===== src/rtl/therm_enc_pipe.sv =====
// therm_enc_pipe: 3-stage thermometer-to-binary encoder with optional
// majority bubble correction, code-error flags and a saturating error count.
// Ports: clk, rst_n (async, active low); din/din_valid sample in;
//        err_clr clears err_cnt; dout/dout_valid code out;
//        ovr, bubble_fix, code_err flags; err_cnt errored-sample count.
module therm_enc_pipe #(
   parameter int N_LEVELS  = 15,
   parameter int OUT_W     = 4,
   parameter int BUBBLE_EN = 1,
   parameter int ERR_CNT_W = 16
) (
   input  logic                 clk,
   input  logic                 rst_n,
   input  logic [N_LEVELS-1:0]  din,
   input  logic                 din_valid,
   input  logic                 err_clr,
   output logic [OUT_W-1:0]     dout,
   output logic                 dout_valid,
   output logic                 ovr,
   output logic                 bubble_fix,
   output logic                 code_err,
   output logic [ERR_CNT_W-1:0] err_cnt
);

   localparam int CNT_W = $clog2(N_LEVELS + 1);
   localparam logic [CNT_W-1:0] CODE_MAX = CNT_W'(N_LEVELS - 1);
   localparam logic [ERR_CNT_W-1:0] ERR_MAX = '1;
   localparam logic [N_LEVELS-1:0] ONE = {{(N_LEVELS-1){1'b0}}, 1'b1};

   // stage 1
   logic                v1_q, v1_d;
   logic [N_LEVELS-1:0] t_q, t_d;
   // stage 2
   logic                v2_q, v2_d;
   logic [N_LEVELS-1:0] c_q, c_d;
   logic                ovr2_q, ovr2_d;
   logic                bfix2_q, bfix2_d;
   logic                cerr2_q, cerr2_d;
   // stage 3
   logic                v3_q, v3_d;
   logic [OUT_W-1:0]    dout_q, dout_d;
   logic                ovr_q, ovr_d;
   logic                bfix_q, bfix_d;
   logic                cerr_q, cerr_d;
   logic [ERR_CNT_W-1:0] err_q, err_d;

   // combinational helpers
   logic [N_LEVELS+1:0] te;
   logic [N_LEVELS-1:0] maj;
   logic [N_LEVELS-1:0] c_cmb;
   logic                thermo_ok;
   logic [CNT_W-1:0]    ones;
   logic [CNT_W-1:0]    ones_cl;

   always_comb begin
      // pad with the implied 1 below bit 0 and 0 above the top bit
      te = {1'b0, t_q, 1'b1};
      for (int i = 0; i < N_LEVELS; i++) begin
         maj[i] = (te[i] & te[i+1]) | (te[i] & te[i+2])
                | (te[i+1] & te[i+2]);
      end
      c_cmb = (BUBBLE_EN != 0) ? maj : t_q;
      // 2^k-1 patterns have no set bit shared with their successor
      thermo_ok = ((c_cmb & (c_cmb + ONE)) == '0);

      ones = '0;
      for (int i = 0; i < N_LEVELS; i++) begin
         ones = ones + CNT_W'(c_q[i]);
      end
      // all ones maps to N_LEVELS-1, matching the legacy flash encoding
      ones_cl = (ones > CODE_MAX) ? CODE_MAX : ones;
   end

   always_comb begin
      v1_d    = din_valid;
      t_d     = t_q;
      v2_d    = v1_q;
      c_d     = c_q;
      ovr2_d  = ovr2_q;
      bfix2_d = bfix2_q;
      cerr2_d = cerr2_q;
      v3_d    = v2_q;
      dout_d  = dout_q;
      ovr_d   = ovr_q;
      bfix_d  = bfix_q;
      cerr_d  = cerr_q;
      err_d   = err_q;

      if (din_valid) begin
         t_d = din;
      end

      if (v1_q) begin
         c_d     = c_cmb;
         ovr2_d  = &c_cmb;
         bfix2_d = (BUBBLE_EN != 0) && (c_cmb != t_q) && thermo_ok;
         cerr2_d = !thermo_ok;
      end

      if (v2_q) begin
         dout_d = OUT_W'(ones_cl);
         ovr_d  = ovr2_q;
         bfix_d = bfix2_q;
         cerr_d = cerr2_q;
      end

      if (err_clr) begin
         err_d = '0;
      end else if (v2_q && (bfix2_q || cerr2_q) && (err_q != ERR_MAX)) begin
         err_d = err_q + 1'b1;
      end
   end

   always_ff @(posedge clk or negedge rst_n) begin
      if (!rst_n) begin
         v1_q    <= 1'b0;
         t_q     <= '0;
         v2_q    <= 1'b0;
         c_q     <= '0;
         ovr2_q  <= 1'b0;
         bfix2_q <= 1'b0;
         cerr2_q <= 1'b0;
         v3_q    <= 1'b0;
         dout_q  <= '0;
         ovr_q   <= 1'b0;
         bfix_q  <= 1'b0;
         cerr_q  <= 1'b0;
         err_q   <= '0;
      end else begin
         v1_q    <= v1_d;
         t_q     <= t_d;
         v2_q    <= v2_d;
         c_q     <= c_d;
         ovr2_q  <= ovr2_d;
         bfix2_q <= bfix2_d;
         cerr2_q <= cerr2_d;
         v3_q    <= v3_d;
         dout_q  <= dout_d;
         ovr_q   <= ovr_d;
         bfix_q  <= bfix_d;
         cerr_q  <= cerr_d;
         err_q   <= err_d;
      end
   end

   assign dout       = dout_q;
   assign dout_valid = v3_q;
   assign ovr        = ovr_q;
   assign bubble_fix = bfix_q;
   assign code_err   = cerr_q;
   assign err_cnt    = err_q;

endmodule


===== config.mk =====
export PLATFORM = sky130hd
export DESIGN_NAME = therm_enc_pipe
export DESIGN_NICKNAME = d
export VERILOG_FILES = /design/src/rtl/therm_enc_pipe.sv
export SDC_FILE = /design/constraint.sdc
export NUM_CORES = 1
export LEC_CHECK = 0
export ABC_AREA = 1
export CAP_MARGIN = 25
export CORE_UTILIZATION = 55
export DETAILED_ROUTE_END_ITERATION = 12
export PLACE_DENSITY = 0.79
export SLEW_MARGIN = 20
export SYNTH_ARGS = -nofsm -noshare
export SYNTH_HDL_FRONTEND = slang
export SYNTH_SLANG_ARGS = --single-unit
export TNS_END_PERCENT = 100

===== constraint.sdc =====
create_clock -name clk -period 10.2 [get_ports clk]
set_input_delay 2.55 -clock clk [delete_from_list [all_inputs] [get_ports clk]]
set_output_delay 2.55 -clock clk [all_outputs]
set_load 0.03 [all_outputs]

==> results.md <==
* Clock power frac at 0.308
* Yosys reg bits at 59
* CP max stage delay at 0.72 ns
* TritonCTS clock tree: done
* Root Buffer Master: clkbuf_8
* Crit. End Element: output pin
* Seq/Total Area, Yosys at 0.443
* Pwr/cell area at 197 nW/um^2
* Netlist Area Pre-Place at 3330 sq um
* Pins Over Slew Limit at 0
* Reg-to-Reg End: dout[0]
* # fillers at 468
* Busiest grt layer: met2
* Die area at 6380 sq um
* Vias in the first global route at 2594
* Number of synthesized flops with an enable pin at 0
* Most numerous cell in the Yosys netlist: nand2_1
* H-tree levels at 3
* Initial DRC Count at 165
* Vias/cell at 5.25
* Wirelength per Cell at 12.7 um
* Buf/Inv on CP at 1
* Crit Path Class: flop to output pin
* Final setup fails at 0
* Total Power at 0.793 mW
* Area grow syn2layout at 20.7%
* First drt pass iteration count at 5
* Synth async-reset ratio at 1.00
* Vias at 2824
* Hold path start: v2_q
* Fmax at 0.245 GHz
* GRT Overall Usage at 0.245
* Worst path cell trace: clkdlybuf4s50_1
* Buffer count from post-CTS setup fixing at 0
* GR Overflow Total at 0
* Worst-path clk slew at 0.07 ns
* Routing usage on met2 at 0.372
* Worst EP arrival at 1.52 ns
* Top post-synthesis cells by area: dfrtp_1, nand2_1, o21ai_0, inv_1, fa_1
* Worst IR Drop VDD at 172 uV
* Gate Count Post-Synth at 418
* Maximum fanout along the worst path at 6
* P_int at 0.523 mW
* CORE AREA at 5680 sq um
* GRT met1 Usage at 0.351
* Final Hold Fails at 0
* CP Capture Point: err_cnt[11]
* Net Sw Frac at 0.341
* Pin slew with the least headroom to its limit at 0.761 ns
* R2R depth at 11
* Critical path's slowest cell: clkdlybuf4s50_1
* Most used DFF post-synth: dfrtp_1
* Die Height at 79.9 um
* DRC errors left at 0
* Crit-path leading delay family: buffers and inverters
* Flop-to-flop setup slack at 6.41 ns
* CTS Buffer Depth at 2
* Resized Gates After CTS at 0
* WHS Path Cells at 0
* Final setup TNS at 0 ns
* Period utilisation layout at 0.399
* Logic pwr share at 0.339
* Hold WC Path Type: flop to flop
* I/O Buffers at 42
* Post-synth cell types at 33
* Status: complete, no violations
* TritonCTS Buffers at 9
* Cell taking the most area after synthesis: dfrtp_1
* Num rows at 27
* Share of layout cells above drive strength 1 at 0.0579
* Sequential power share at 0.353
* DP HPWL at 4990 um
* Worst skew pair latency at 0.34 ns
* WL final at 6830 um
* Syn_nets at 450
* Die width at 79.9 um
* Synth Area per Inst at 7.98 sq um
* Remaining antenna violation count at 0
* Effective utilization at floorplan at 0.588
* CP Launch Point: err_cnt[11]
* Ant. Diodes at 0
* RePlAce Congestion at 0.855
* Yosys top cell area share at 0.443
* Initial antenna violation count at 0
* Startpoint Class: flop
* Synth top cells by count: nand2_1, dfrtp_1, inv_1
* Slew HR at 0.491
* Clk sink count at 59
* Cells after DPL at 522
* Final Skew at 0.00827 ns
* Final cell count without fillers at 538
* First-pass GRT wire length at 11900 um
* Io pins at 43
* GR Util met3 at 0.0457
* Levels on crit path at 1
* CTS Hold Buffers Added at 0
* Pin count of the biggest net entering global routing at 60
* Max Cap Viol at 0
* Final nets at 493
* FF-to-FF Start: c_q[5]
* Final Critical Period at 4.07 ns
* WP data required at 7.65 ns
* Yosys warns at 0
* Psw at 0.271 mW
* Unrepaired setup endpoints after global routing: no
* Leakage at 1.88 nW
==> cells by family after synthesis <==
family | Yosys count | synth area share
xor gates and xnor gates | 14 | 0.0368
buffers and inverters | 67 | 0.0799
and+or+nand+nor | 189 | 0.238
adders and majority gates | 13 | 0.0713
DFF | 59 | 0.443
AOI/OAI and AO/OA | 75 | 0.128
muxes | 1 | 0.00338
==> cell type report <==
| cell class | count | area (sq um) | share of cell area |
|---|---|---|---|
| multi-input cells | 292 | 1590 | 0.396 |
| clock buffers | 12 | 155 | 0.0386 |
| well taps | 72 | 90.1 | 0.0224 |
| repair buffers | 43 | 423 | 0.105 |
| flip-flops and latches | 59 | 1480 | 0.367 |
| inverters | 56 | 215 | 0.0535 |
| clock inverters | 4 | 72.6 | 0.0180 |
==> power by group through the flow <==
stage	clock, mW	sequential (mW)	combinational [mW]
CTS	0.247	0.280	0.274
global placement	0	0.283	0.257
detailed placement	0	0.284	0.272
global route	0.259	0.283	0.319
floorplan	0	0.298	0.180
finish	0.244	0.280	0.269
==> registers in the layout (all words and copies together), names as in the netlist <==
| name | count |
|---|---|
| code_err | 1 |
| dout_valid | 1 |
| ovr2_q | 1 |
| v1_q | 1 |
| bubble_fix | 1 |
| err_cnt | 16 |
| t_q | 15 |
| ovr | 1 |
| v2_q | 1 |
| cerr2_q | 1 |
| dout | 4 |
| c_q | 15 |
| bfix2_q | 1 |
==> metal layers <==
layer	vias up	routed length, um
met4	0	104
met1	1287	3270
met3	13	370
met2	95	3080
li1	1429	-
met5	-	0
==> metrics by stage <==
stage / worst slack (ns) / utilization / instance area, sq um / hold WS [ns]
after floorplan: 6.51 / - / 3330 / 0.372
after global placement: 6.17 / 0.669 / 3800 / 0.430
after detailed placement: 6.11 / 0.669 / 3800 / 0.439
after CTS: 6.11 / 0.709 / 4020 / 0.457
after global routing: 6.07 / 0.709 / 4020 / 0.471
final: 6.13 / 0.709 / 4020 / 0.465
==> cells in the final DEF, fill, tap and decap left out, types with 2 or more instances in the layout <==
cell type        netlist  routed
bufinv_16              0       2
nand4_1                5       5
nand2_1              125     125
clkdlybuf4s50_1        0      41
xnor2_1                3       3
nand2_2                2       2
fa_1                  10      10
a21oi_1               10      10
nand3_1               27      27
ha_1                   3       3
o21ai_0               49      49
dfrtp_1               59      59
clkbuf_8               0      11
nor3_1                 4       4
xor2_1                11      11
o31ai_1               10      10
nor2_1                20      20
inv_1                 55      55
==> worst min path at each step <==
stage | slack (ns) | to
after floorplan | 0.37 | v2_q
after global placement | 0.43 | dout_valid
after detailed placement | 0.44 | dout_valid
after CTS | 0.46 | dout_valid
after global routing | 0.47 | dout_valid
final | 0.46 | dout_valid
(Power assumes the default switching activity.)
